$ cat src/rtl/sb_pkg.sv
// Shared sideband definitions: framing symbols, parser states, error codes, CRC step.
package sb_pkg;

  // Framing symbols
  localparam logic [7:0] SymDle    = 8'hFE;
  localparam logic [7:0] SymStxCmd = 8'h05;
  localparam logic [7:0] SymStxRsp = 8'h04;
  localparam logic [7:0] SymEtx    = 8'h40;
  localparam logic [7:0] SymLse    = 8'hA0;
  localparam logic [7:0] SymClse   = 8'h5F;

  // CRC-16 parameters
  localparam logic [15:0] CrcPoly = 16'h8005;
  localparam logic [15:0] CrcInit = 16'hFFFF;

  typedef enum logic [2:0] {
    StDisconnect,
    StIdle,
    StSofDle,
    StBody,
    StBodyDle,
    StLt,
    StFall
  } sb_state_e;

  typedef enum logic [1:0] {
    ErrNone   = 2'd0,
    ErrSymbol = 2'd1,
    ErrCrc    = 2'd2,
    ErrFrame  = 2'd3
  } sb_err_e;

  // One byte of CRC-16, MSB first, no reflection.
  function automatic logic [15:0] crc16_update(input logic [15:0] crc, input logic [7:0] data);
    logic [15:0] c;
    logic        fb;
    c = crc;
    for (int i = 7; i >= 0; i--) begin
      fb = c[15] ^ data[i];
      c  = {c[14:0], 1'b0};
      if (fb) c = c ^ CrcPoly;
    end
    return c;
  endfunction

endpackage

$ cat src/rtl/sb_crc16.sv
// CRC-16 (poly 0x8005) accumulator, one byte per enabled cycle.
module sb_crc16
  import sb_pkg::*;
(
  input  logic        sb_clk,
  input  logic        rst,
  input  logic        init,
  input  logic        byte_en,
  input  logic [7:0]  in_byte,
  output logic [15:0] crc
);

  logic [15:0] crc_q, crc_d;
  logic [15:0] base;

  // init restarts from the seed; with byte_en the seed absorbs the byte the same cycle
  always_comb begin
    base  = init ? CrcInit : crc_q;
    crc_d = crc_q;
    if (byte_en) begin
      crc_d = crc16_update(base, in_byte);
    end else if (init) begin
      crc_d = CrcInit;
    end
  end

  // CRC register
  always_ff @(posedge sb_clk or negedge rst) begin
    if (!rst) begin
      crc_q <= CrcInit;
    end else begin
      crc_q <= crc_d;
    end
  end

  assign crc = crc_q;

endmodule

$ cat src/rtl/sb_transaction_parser.sv
// Sideband transaction parser: DLE-framed symbol stream to decoded register transactions.
module sb_transaction_parser
  import sb_pkg::*;
#(
  parameter int unsigned MAX_DATA = 8,
  parameter int unsigned LEN_W    = 7
) (
  input  logic                  sb_clk,
  input  logic                  rst,
  input  logic [9:0]            sbrx,
  input  logic                  sbrx_valid,
  input  logic                  error,
  input  logic                  tconnect,
  input  logic                  tdisconnect,
  output logic                  t_valid,
  output logic                  trans_error,
  output logic [1:0]            err_code,
  output logic                  s_read,
  output logic                  s_write,
  output logic                  s_response,
  output logic [7:0]            s_address,
  output logic [LEN_W-1:0]      s_len,
  output logic [8*MAX_DATA-1:0] payload,
  output logic                  disconnect
);

  localparam int unsigned PayW    = 8 * MAX_DATA;
  localparam logic [7:0]  BodyMax = 8'(4 + MAX_DATA);
  localparam logic [7:0]  DataMax = 8'(MAX_DATA);

  sb_state_e        state_q;
  logic [7:0]       idx_q;
  logic [7:0]       addr_q;
  logic             wnr_q;
  logic [6:0]       len_q;
  logic             rsp_q;
  logic [7:0]       b0_q, b1_q;   // last and second-to-last body bytes (CRC high, low at ETX)
  logic [PayW-1:0]  stage_q;

  logic [7:0]  rx_byte;
  logic        in_frame;
  logic        consume;
  logic        is_stx;
  logic        data_present;
  logic [7:0]  exp_cnt;
  logic [7:0]  data_slot;
  logic        store_en;
  logic        overflow;
  logic        data_wr;
  logic        cnt_ok;
  logic        crc_ok;
  logic        crc_init;
  logic        crc_en;
  logic [15:0] crc;
  logic        unused_sym_bits;

  assign rx_byte         = sbrx[8:1];
  assign unused_sym_bits = sbrx[9] ^ sbrx[0];

  // Decode of the current symbol against the frame context
  always_comb begin
    in_frame     = (state_q == StSofDle) || (state_q == StBody) || (state_q == StBodyDle);
    consume      = sbrx_valid && !tdisconnect && !(error && in_frame);
    is_stx       = (rx_byte == SymStxCmd) || (rx_byte == SymStxRsp);
    // Data follows only on write commands and read responses
    data_present = rsp_q ? !wnr_q : wnr_q;
    exp_cnt      = data_present ? {1'b0, len_q} : 8'd0;
    data_slot    = idx_q - 8'd2;
    store_en     = consume && (((state_q == StBody) && (rx_byte != SymDle)) ||
                               ((state_q == StBodyDle) && (rx_byte == SymDle)));
    overflow     = idx_q >= BodyMax;
    data_wr      = store_en && !overflow && (idx_q >= 8'd2) && (data_slot < exp_cnt) &&
                   (data_slot < DataMax);
    cnt_ok       = ({1'b0, len_q} <= DataMax) && (idx_q == exp_cnt + 8'd4);
    crc_ok       = crc == {b0_q, b1_q};
    crc_init     = consume && (state_q == StSofDle) && is_stx;
    // Header and data bytes feed the CRC; trailing CRC bytes do not
    crc_en       = crc_init || (store_en && ((idx_q < 8'd2) || (data_slot < exp_cnt)));
  end

  sb_crc16 u_crc (
    .sb_clk  (sb_clk),
    .rst     (rst),
    .init    (crc_init),
    .byte_en (crc_en),
    .in_byte (rx_byte),
    .crc     (crc)
  );

  // Parser FSM with registered outputs
  always_ff @(posedge sb_clk or negedge rst) begin
    if (!rst) begin
      state_q     <= StDisconnect;
      idx_q       <= '0;
      addr_q      <= '0;
      wnr_q       <= 1'b0;
      len_q       <= '0;
      rsp_q       <= 1'b0;
      b0_q        <= '0;
      b1_q        <= '0;
      stage_q     <= '0;
      t_valid     <= 1'b0;
      trans_error <= 1'b0;
      err_code    <= ErrNone;
      s_read      <= 1'b0;
      s_write     <= 1'b0;
      s_response  <= 1'b0;
      s_address   <= '0;
      s_len       <= '0;
      payload     <= '0;
      disconnect  <= 1'b1;
    end else begin
      t_valid     <= 1'b0;
      trans_error <= 1'b0;
      if (tdisconnect) begin
        state_q    <= StDisconnect;
        disconnect <= 1'b1;
      end else if (error && in_frame) begin
        trans_error <= 1'b1;
        err_code    <= ErrSymbol;
        state_q     <= StIdle;
      end else begin
        case (state_q)
          StDisconnect: begin
            if (tconnect) begin
              state_q    <= StIdle;
              disconnect <= 1'b0;
            end
          end
          StIdle: begin
            if (consume && (rx_byte == SymDle)) state_q <= StSofDle;
          end
          StSofDle: begin
            if (consume) begin
              if (is_stx) begin
                state_q <= StBody;
                rsp_q   <= (rx_byte == SymStxRsp);
                idx_q   <= '0;
                addr_q  <= '0;
                wnr_q   <= 1'b0;
                len_q   <= '0;
                stage_q <= '0;
              end else if (rx_byte == SymLse) begin
                state_q <= StLt;
              end else if (rx_byte != SymDle) begin
                state_q <= StIdle;
              end
            end
          end
          StBody: begin
            if (consume && (rx_byte == SymDle)) state_q <= StBodyDle;
          end
          StBodyDle: begin
            if (consume) begin
              if (rx_byte == SymDle) begin
                state_q <= StBody;
              end else if (rx_byte == SymEtx) begin
                state_q <= StIdle;
                if (cnt_ok && crc_ok) begin
                  t_valid    <= 1'b1;
                  s_address  <= addr_q;
                  s_len      <= LEN_W'(len_q);
                  s_write    <= wnr_q & ~rsp_q;
                  s_read     <= ~wnr_q & ~rsp_q;
                  s_response <= rsp_q;
                  payload    <= stage_q;
                end else begin
                  trans_error <= 1'b1;
                  err_code    <= cnt_ok ? ErrCrc : ErrFrame;
                end
              end else begin
                trans_error <= 1'b1;
                err_code    <= ErrFrame;
                state_q     <= StIdle;
              end
            end
          end
          StLt: begin
            if (consume) begin
              if (rx_byte == SymClse) begin
                state_q    <= StFall;
                disconnect <= 1'b1;
              end else if (rx_byte == SymDle) begin
                state_q <= StSofDle;
              end
            end
          end
          StFall: begin
            state_q <= StFall;
          end
          default: begin
            state_q    <= StDisconnect;
            disconnect <= 1'b1;
          end
        endcase

        if (store_en) begin
          if (overflow) begin
            trans_error <= 1'b1;
            err_code    <= ErrFrame;
            state_q     <= StIdle;
          end else begin
            idx_q <= idx_q + 8'd1;
            b1_q  <= b0_q;
            b0_q  <= rx_byte;
            if (idx_q == 8'd0) addr_q <= rx_byte;
            if (idx_q == 8'd1) {wnr_q, len_q} <= rx_byte;
            for (int unsigned i = 0; i < MAX_DATA; i++) begin
              if (data_wr && (data_slot == 8'(i))) stage_q[8*i +: 8] <= rx_byte;
            end
          end
        end
      end
    end
  end

endmodule

$ cat config.mk
export PLATFORM = sky130hd
export DESIGN_NAME = sb_transaction_parser
export DESIGN_NICKNAME = d
export VERILOG_FILES = /design/src/rtl/sb_pkg.sv /design/src/rtl/sb_crc16.sv /design/src/rtl/sb_transaction_parser.sv
export SDC_FILE = /design/constraint.sdc
export NUM_CORES = 1
export LEC_CHECK = 0
export ABC_CLOCK_PERIOD_IN_PS = 7700
export BUFFER_PORTS_ARGS = -buffer_cell sky130_fd_sc_hd__buf_2
export CAP_MARGIN = 20
export CORE_MARGIN = 3
export CORE_UTILIZATION = 30
export DETAILED_ROUTE_END_ITERATION = 7
export SYNTH_ARGS = -nofsm -noshare
export SYNTH_HDL_FRONTEND = slang
export SYNTH_SLANG_ARGS = --single-unit
$ cat constraint.sdc
create_clock -name sb_clk -period 7.7 [get_ports sb_clk]
set_clock_uncertainty 0.05 [all_clocks]
set_input_delay 1.54 -clock sb_clk [delete_from_list [all_inputs] [get_ports sb_clk]]
set_output_delay 1.54 -clock sb_clk [all_outputs]
set_load 0.02 [all_outputs]
==> flow_metrics.env, run 1 <==
export IMPL_synth_top_area_share_pct=51.2
export IMPL_setup_violations=0
export IMPL_setup_tns_ps=0
export IMPL_hold_viol=0
export IMPL_p_total_uw=2800
export IMPL_die_area_um2=33800
export IMPL_place_area_um2=10300
export IMPL_grt_overflow=0
export IMPL_path_clk_slew_ps=60
export IMPL_die_h_um=184
export IMPL_synth_area_leaders="dfrtp_1 51%, mux2_2 11%, nand3_1 5.2%, o21ai_0 4.9%, dfstp_2 4.7%"
export IMPL_crit_required_ps=8030
export IMPL_worstMarginPinSlew_ps=1060
export IMPL_yosysUniqueCellTypes=56
export IMPL_drv_slew=0
export IMPL_synth_async_reset_ratio_pct=100
export IMPL_area_growth_pct=17.8
export IMPL_wl_mm=23.1
export IMPL_synth_top_family_by_area="simple AND/OR/NAND/NOR gates"
export IMPL_gr_usage_all_layers_pct=13.7
export IMPL_synth_xor_area_share_pct=5.40
export IMPL_gp_congestion=0.821
export IMPL_max_freq_ghz=0.239
export IMPL_antenna_found_initial=3
export IMPL_wire_per_inst_um=17.3
export IMPL_cts_setup_buffers=0
export IMPL_min_period_ps=4190
export IMPL_start_util_pct=30.7
export IMPL_fin_crit_sh_pct=54.4
export IMPL_first_iter_violations=437
export IMPL_nets=949
export IMPL_vias=6522
export IMPL_synth_ff_type="dfrtp_1"
export IMPL_htreeDepth=1
export IMPL_insertion_delay_ps=510
export IMPL_slowest_delay_ps=850
export IMPL_max_slew_margin_rel_pct=29.1
export IMPL_grt_pass1_wl_mm=36.8
export IMPL_muxShareOfSynthArea_pct=11.7
export IMPL_ctsHoldBuffers=0
export IMPL_path_max_fanout=78
export IMPL_holdWs_ps=443
export IMPL_p_leak_uw=0.00538
export IMPL_rsz0062_at_grt="no"
export IMPL_ir_drop_mv=0.135
export IMPL_min_path_type="reg -> reg"
export IMPL_synth_edf_count=0
export IMPL_clock_root_buffer="clkbuf_16"
export IMPL_p_per_area_nw_per_um2=250
export IMPL_syn_area_um2=9480
export IMPL_hpwl_mm=15.2
export IMPL_ios=103
export IMPL_core_area_um2=30800
export IMPL_cp_num_buf_inv=2
export IMPL_synth_warnings=0
export IMPL_drtAntennaViolNets=0
export IMPL_yosysSeqAreaShare_pct=55.9
export IMPL_portBuffers=100
export IMPL_slowest_stage="buf_4"
export IMPL_tritoncts="built"
export IMPL_status="complete, no violations"
export IMPL_grt_pass1_vias=6507
export IMPL_synth_compound_area_share_pct=8.82
export IMPL_endpoint_kind="flop"
export IMPL_crit_chain="buf_2 -> nor2b_1 -> nand2_1 -> nor3_1 -> nand2_1 -> nor3_2 -> buf_4 -> mux2_2"
export IMPL_final_area_um2=11200
export IMPL_yosys_area_top_type="dfrtp_1"
export IMPL_drc_errors=0
export IMPL_cts_buffer_depth=3
export IMPL_drive_above_1_share_pct=28.5
export IMPL_cap_violations=0
export IMPL_synth_seq_cells=211
export IMPL_numClockSinks=211
export IMPL_numCtsBuffers=24
export IMPL_grt_use_met2_pct=22.4
export IMPL_grt_max_degree=93
export IMPL_busiest_layer="met2"
export IMPL_startpoint_type="input pin"
export IMPL_met3_usage_pct=2.65
export IMPL_synth_nets=869
export IMPL_rows=64
export IMPL_syn_avg_cell_area_um2=11.3
export IMPL_crit_type="in -> reg"
export IMPL_die_w_um=184
export IMPL_vias_per_cell=4.90
export IMPL_crit_top_cell="nand2_1"
export IMPL_cp_top_family="simple AND/OR/NAND/NOR gates"
export IMPL_synthAdderAreaFrac_pct=2.11
export IMPL_cts_resized=0
export IMPL_dr_pass1_iters=5
export IMPL_yosys_area_share_simple_pct=12.9
export IMPL_met1_usage_pct=18.8
export IMPL_synthCells=837
export IMPL_cp_data_arrival_time_ps=4520
## layout by cell type (no fill, tap or decap), types with 5 or more instances in the layout
cell,synthesis,layout
buf_4,0,6
and2_1,9,9
clkbuf_16,0,25
or2_2,5,5
and3_1,5,5
mux2i_1,7,7
inv_1,19,19
nor2b_1,8,8
nor2_1,23,23
dfrtp_1,194,194
dfstp_2,17,17
nand2_1,55,55
xor2_1,10,10
nand4_1,8,8
buf_2,21,99
xnor2_1,38,38
o211ai_1,5,5
o21ai_0,92,92
nor4_1,5,5
a21oi_1,14,14
nand3_1,98,97
mux2_2,92,92
nor3_1,15,14
clkbuf_8,0,6
ha_1,16,16
## final cells by class
| cell class | instances | area (um^2) |
|---|---|---|
| diodes | 2 | 5.00 |
| clock buffers | 34 | 709 |
| clock inverters | 9 | 128 |
| fillers | 3046 | 19700 |
| inverters | 19 | 71.3 |
| multi-input cells | 555 | 3900 |
| flip-flops and latches | 211 | 5300 |
| well taps | 396 | 495 |
| repair buffers | 106 | 554 |
## logic make-up (layout without fill, tap and decap cells)
group | count (synthesis) | count (layout)
XOR/XNOR | 52 | 52
buffers and inverters | 71 | 168
flip-flops | 211 | 211
other | 0 | 2
multiplexers | 99 | 99
AND/OR/NAND/NOR | 244 | 244
adder cells (fa/ha/maj) | 16 | 16
AO/OA/AOI/OAI | 144 | 144
## stage by stage
step	std cells	setup WS (ps)	utilization (%)
after floorplan	837	4000	-
after detailed placement	1287	2960	33.5
after global placement	1287	3050	33.5
after CTS	1330	3520	36.2
after global routing	1332	3170	36.2
final	1332	3510	36.2
## path summary, 6_finish.rpt
check	from	end	slack [ps]	depth (start not counted)
worst min-delay path	stage_q[43]$_DFFE_PN0P_	stage_q[43]$_DFFE_PN0P_	440	2
worst max register to register	idx_q[1]$_DFFE_PN0P_	u_crc.crc[0]$_DFF_PN1_	3700	12
min in group asynchronous	rst	stage_q[8]$_DFFE_PN0P_	1050	1
max in group asynchronous	rst	state_q[0]$_DFF_PN0_	5240	2
worst max-delay path	tdisconnect	s_address[3]$_DFFE_PN0P_	3510	8
worst min register to register	stage_q[43]$_DFFE_PN0P_	stage_q[43]$_DFFE_PN0P_	440	2
## synth_stat cells (4+ instances only)
cell,n
and3_1,5
clkbuf_1,22
o211ai_1,5
a21oi_1,14
o21ai_0,92
mux2_2,92
ha_1,16
inv_1,19
nor2b_1,8
nor3_1,15
nand3_1,98
o21a_1,4
xor2_1,10
dfstp_2,17
nor2_1,23
nor4_1,5
xnor2_1,38
nand4_1,8
buf_2,21
dfrtp_1,194
nand2_1,55
and2_1,9
buf_1,8
mux2i_1,7
or2_2,5
## state kept, by name, indices dropped and copies added, names as in the netlist, 3 cells and up
register	count
payload	64
stage_q	64
u_crc.crc	16
addr_q	8
b0_q	8
b1_q	8
idx_q	8
s_address	8
len_q	7
s_len	7
state_q	3
## layer usage
metal / wire, um / vias up / part of all wire, %
met5: 20 / - / 0.087
met4: 409 / 2 / 1.8
met3: 1260 / 35 / 5.5
met2: 10900 / 158 / 47
met1: 10500 / 3212 / 46
li1: - / 3115 / -
## power by group
group	internal, uW	leakage [uW]	switching [uW]	total, uW
clock network	742	0.000416	449	1190
registers	1180	0.00287	61.7	1240
logic	173	0.00209	191	364
total	2090	0.00538	702	2800
## worst reg2reg max path: cells and delay by family (launching register included)
kind	cells	cell delay (ps)
buf+inv	1	220
mux	1	360
simple gates	3	960
compound gates	4	1200
xor+xnor	1	140
flops	1	470
fa+ha+maj	2	540
Power figures use the tool's default switching activity.
==> run 2, diff against run 1 <==
Settings changed: ABC_AREA from default to 1, ABC_CLOCK_PERIOD_IN_PS 7700 to 4100.
Clock period 7.7 ns to 4.1 ns, I/O delays scaled along.
==> run 2 against run 1 <==
Setup slack got worse by 3100 ps. Synthesized cell count up 35%. Wire length rose by 9.7%. Worst hold slack got worse by 110 ps. Critical path type is now reg -> reg. Sequential power rose by 69%. Sequential share of layout area is 2.0 points lower. Area after synthesis increased by 3.2%. Register-to-register slack worse by 3300 ps. Non-clock buffer count rose by 21. Utilization increased by 0.35 points.
==> flow_metrics.env, run 2 <==
export IMPL_status="complete, no violations"
export IMPL_synthMostInstantiatedCell="nand2_1"
export IMPL_die_h_um=187
export IMPL_yosysUniqueCellTypes=43
export IMPL_crit_chain="inv_1 -> ha_1 -> nand2_1 -> inv_1 -> ha_1 -> a22oi_1 -> o2111ai_1 -> nor2_1 -> nand2_1 -> nor3_1 -> nand2_1 -> nor2_1 -> nand2_2 -> buf_4 -> nand2_1 -> o21ai_0"
export IMPL_cap_violations=0
export IMPL_synth_area_leaders="dfrtp_1 50%, nand2_1 15%, nand3_1 7.7%, dfstp_2 4.6%, inv_1 3.2%"
export IMPL_die_area_um2=34800
export IMPL_drtAntennaViolNets=0
export IMPL_synth_ff_type="dfrtp_1"
export IMPL_p_clk_share_pct=50.0
export IMPL_htreeDepth=1
export IMPL_dr_pass1_iters=5
export IMPL_synth_nets=1162
export IMPL_crit_top_cell="nand2_1"
export IMPL_max_slew_margin_rel_pct=41.4
export IMPL_grt_pass1_vias=7741
export IMPL_regArea_um2=5300
export IMPL_grt_max_degree=97
export IMPL_final_area_um2=11700
export IMPL_wire_per_inst_um=15.0
export IMPL_cp_data_arrival_time_ps=3960
export IMPL_power_switching_uw=987
export IMPL_drive_above_1_share_pct=17.7
export IMPL_drc_errors=0
export IMPL_synth_edf_count=0
export IMPL_portBuffers=100
export IMPL_r2r_start="rsp_q$_DFFE_PN0P_"
export IMPL_holdWs_ps=331
export IMPL_cts_setup_buffers=0
export IMPL_ctsHoldBuffers=0
export IMPL_ios=103
export IMPL_hpwl_mm=17.0
export IMPL_yosys_top_cells_count="382 x nand2_1, 194 x dfrtp_1, 151 x nand3_1, 83 x inv_1, 44 x nor2_1"
export IMPL_yosysSeqAreaShare_pct=54.2
export IMPL_nets=1267
export IMPL_clock_root_buffer="clkbuf_16"
export IMPL_final_cell_count_no_fill=1686
export IMPL_setup_violations=0
export IMPL_min_period_ps=3660
export IMPL_synth_top_area_share_pct=49.6
export IMPL_startpoint_type="flop"
export IMPL_syn_avg_cell_area_um2=8.67
export IMPL_numCtsBuffers=25
export IMPL_gp_congestion=0.875
export IMPL_grt_overflow=0
export IMPL_gr_usage_all_layers_pct=14.3
export IMPL_max_freq_ghz=0.273
export IMPL_fin_crit_sh_pct=89.2
export IMPL_die_w_um=187
export IMPL_rows=65
export IMPL_tritoncts="built"
export IMPL_endpoint_kind="flop"
export IMPL_power_frac_comb_pct=3.5
export IMPL_p_seq_share_pct=46.4
export IMPL_p_per_area_nw_per_um2=387
export IMPL_crit_required_ps=4410
export IMPL_setup_tns_ps=0
export IMPL_synth_async_reset_ratio_pct=100
export IMPL_synth_seq_cells=211
export IMPL_core_area_um2=31900
export IMPL_rsz0062_at_grt="no"
export IMPL_grt_pass1_wl_mm=41.3
export IMPL_critPathLaunch="rsp_q$_DFFE_PN0P_"
export IMPL_place_area_um2=10800
export IMPL_vias_per_cell=4.64
export IMPL_ir_drop_mv=0.266
export IMPL_slowest_delay_ps=470
export IMPL_diodes=0
export IMPL_insertion_delay_ps=510
export IMPL_vias=7818
export IMPL_fillCellCount=3360
export IMPL_path_max_fanout=92
export IMPL_wl_mm=25.3
export IMPL_area_growth_pct=19.1
export IMPL_syn_area_um2=9790
export IMPL_internal_power_uw=3520
export IMPL_cts_resized=0
export IMPL_reg2reg_depth=16
export IMPL_numClockSinks=211
export IMPL_slowest_stage="ha_1"
export IMPL_cts_buffer_depth=3
export IMPL_path_clk_slew_ps=50
export IMPL_yosys_area_top_type="dfrtp_1"
export IMPL_multi_input_area_um2=3910
export IMPL_final_cell_mix="381 x nand2_1, 194 x dfrtp_1, 150 x nand3_1"
export IMPL_first_iter_violations=624
export IMPL_swShare_pct=21.9
export IMPL_p_total_uw=4510
export IMPL_synth_warnings=0
export IMPL_synthCells=1129
export IMPL_min_path_type="in -> async"
export IMPL_p_leak_uw=0.00641
export IMPL_antenna_found_initial=0
export IMPL_start_util_pct=30.7
export IMPL_drv_slew=0
export IMPL_crit_type="reg -> reg"
export IMPL_hold_viol=0
export IMPL_placed_cells=1642
export IMPL_layout_commonest_cell="nand2_1"
export IMPL_worstMarginPinSlew_ps=880
-- run 2: cell count changes in the layout (fill, tap and decap cells not counted), sizes merged, moves of 24 or more --
cell,change
o21ai,-49
mux2,-85
nand2,+338
nor2,+24
nand3,+54
inv,+66
-- run 2: cells by family (layout without fill, tap and decap cells) --
logic type,count (synthesis),in the layout,share of synthesized area (%)
fa+ha+maj,17,17,2.17
buf+inv,135,257,6.02
simple gates,626,626,27.9
compound gates,94,94,5.46
flops,211,211,54.2
mux,7,7,0.806
xor+xnor,39,39,3.49
-- run 2: cell type report --
class | instances | area share (%)
clock buffer | 34 | 6.09
clock inverter | 10 | 1.15
inverter | 86 | 2.77
multi-input combinational | 783 | 33.5
sequential | 211 | 45.5
tap | 435 | 4.67
timing repair buffer | 127 | 6.32
-- run 2: power by group through the flow --
stage / sequential [uW] / combinational [uW] / clock [uW]
2_1_floorplan: 2140 / 59.5 / 0
3_3_place_gp: 2130 / 161 / 0
3_5_place_dp: 2130 / 162 / 0
4_1_cts: 2090 / 163 / 2320
5_1_grt: 2090 / 179 / 2400
6_report: 2090 / 160 / 2260
-- run 2: final timing paths --
check | to | slack (ps)
setup / recovery | s_address[7]$_DFFE_PN0P_ | 440
hold / removal | state_q[2]$_DFF_PN0_ | 330
setup reg to reg | s_address[7]$_DFFE_PN0P_ | 440
hold reg to reg | payload[41]$_DFFE_PN0P_ | 420
max in group asynchronous | payload[34]$_DFFE_PN0P_ | 2660
min in group sb_clk | payload[41]$_DFFE_PN0P_ | 420
-- run 2: stage by stage --
stage                     worst slack [ps]  util [%]
after floorplan                       1330         -
after global placement                 488      33.9
after detailed placement               467      33.9
after CTS                              493      36.6
after global routing                  44.7      36.6
final                                  444      36.6
-- run 2: layer usage --
| metal | global-route usage, % | up-vias | routed length, um |
|---|---|---|---|
| met5 | 0 | - | 0 |
| met4 | 2.82 | 0 | 384 |
| met3 | 2.20 | 33 | 1220 |
| met2 | 23.8 | 172 | 11600 |
| met1 | 20.0 | 3744 | 12100 |
| li1 | - | 3869 | - |
-- run 2: worst max-delay path: cells and delay by family (launching register included) --
| family | cells | cell delay, ps |
|---|---|---|
| AND/OR/NAND/NOR | 8 | 1320 |
| adder cells (fa/ha/maj) | 2 | 720 |
| buffers and inverters | 3 | 590 |
| AO/OA/AOI/OAI | 3 | 410 |
| flip-flops | 1 | 320 |
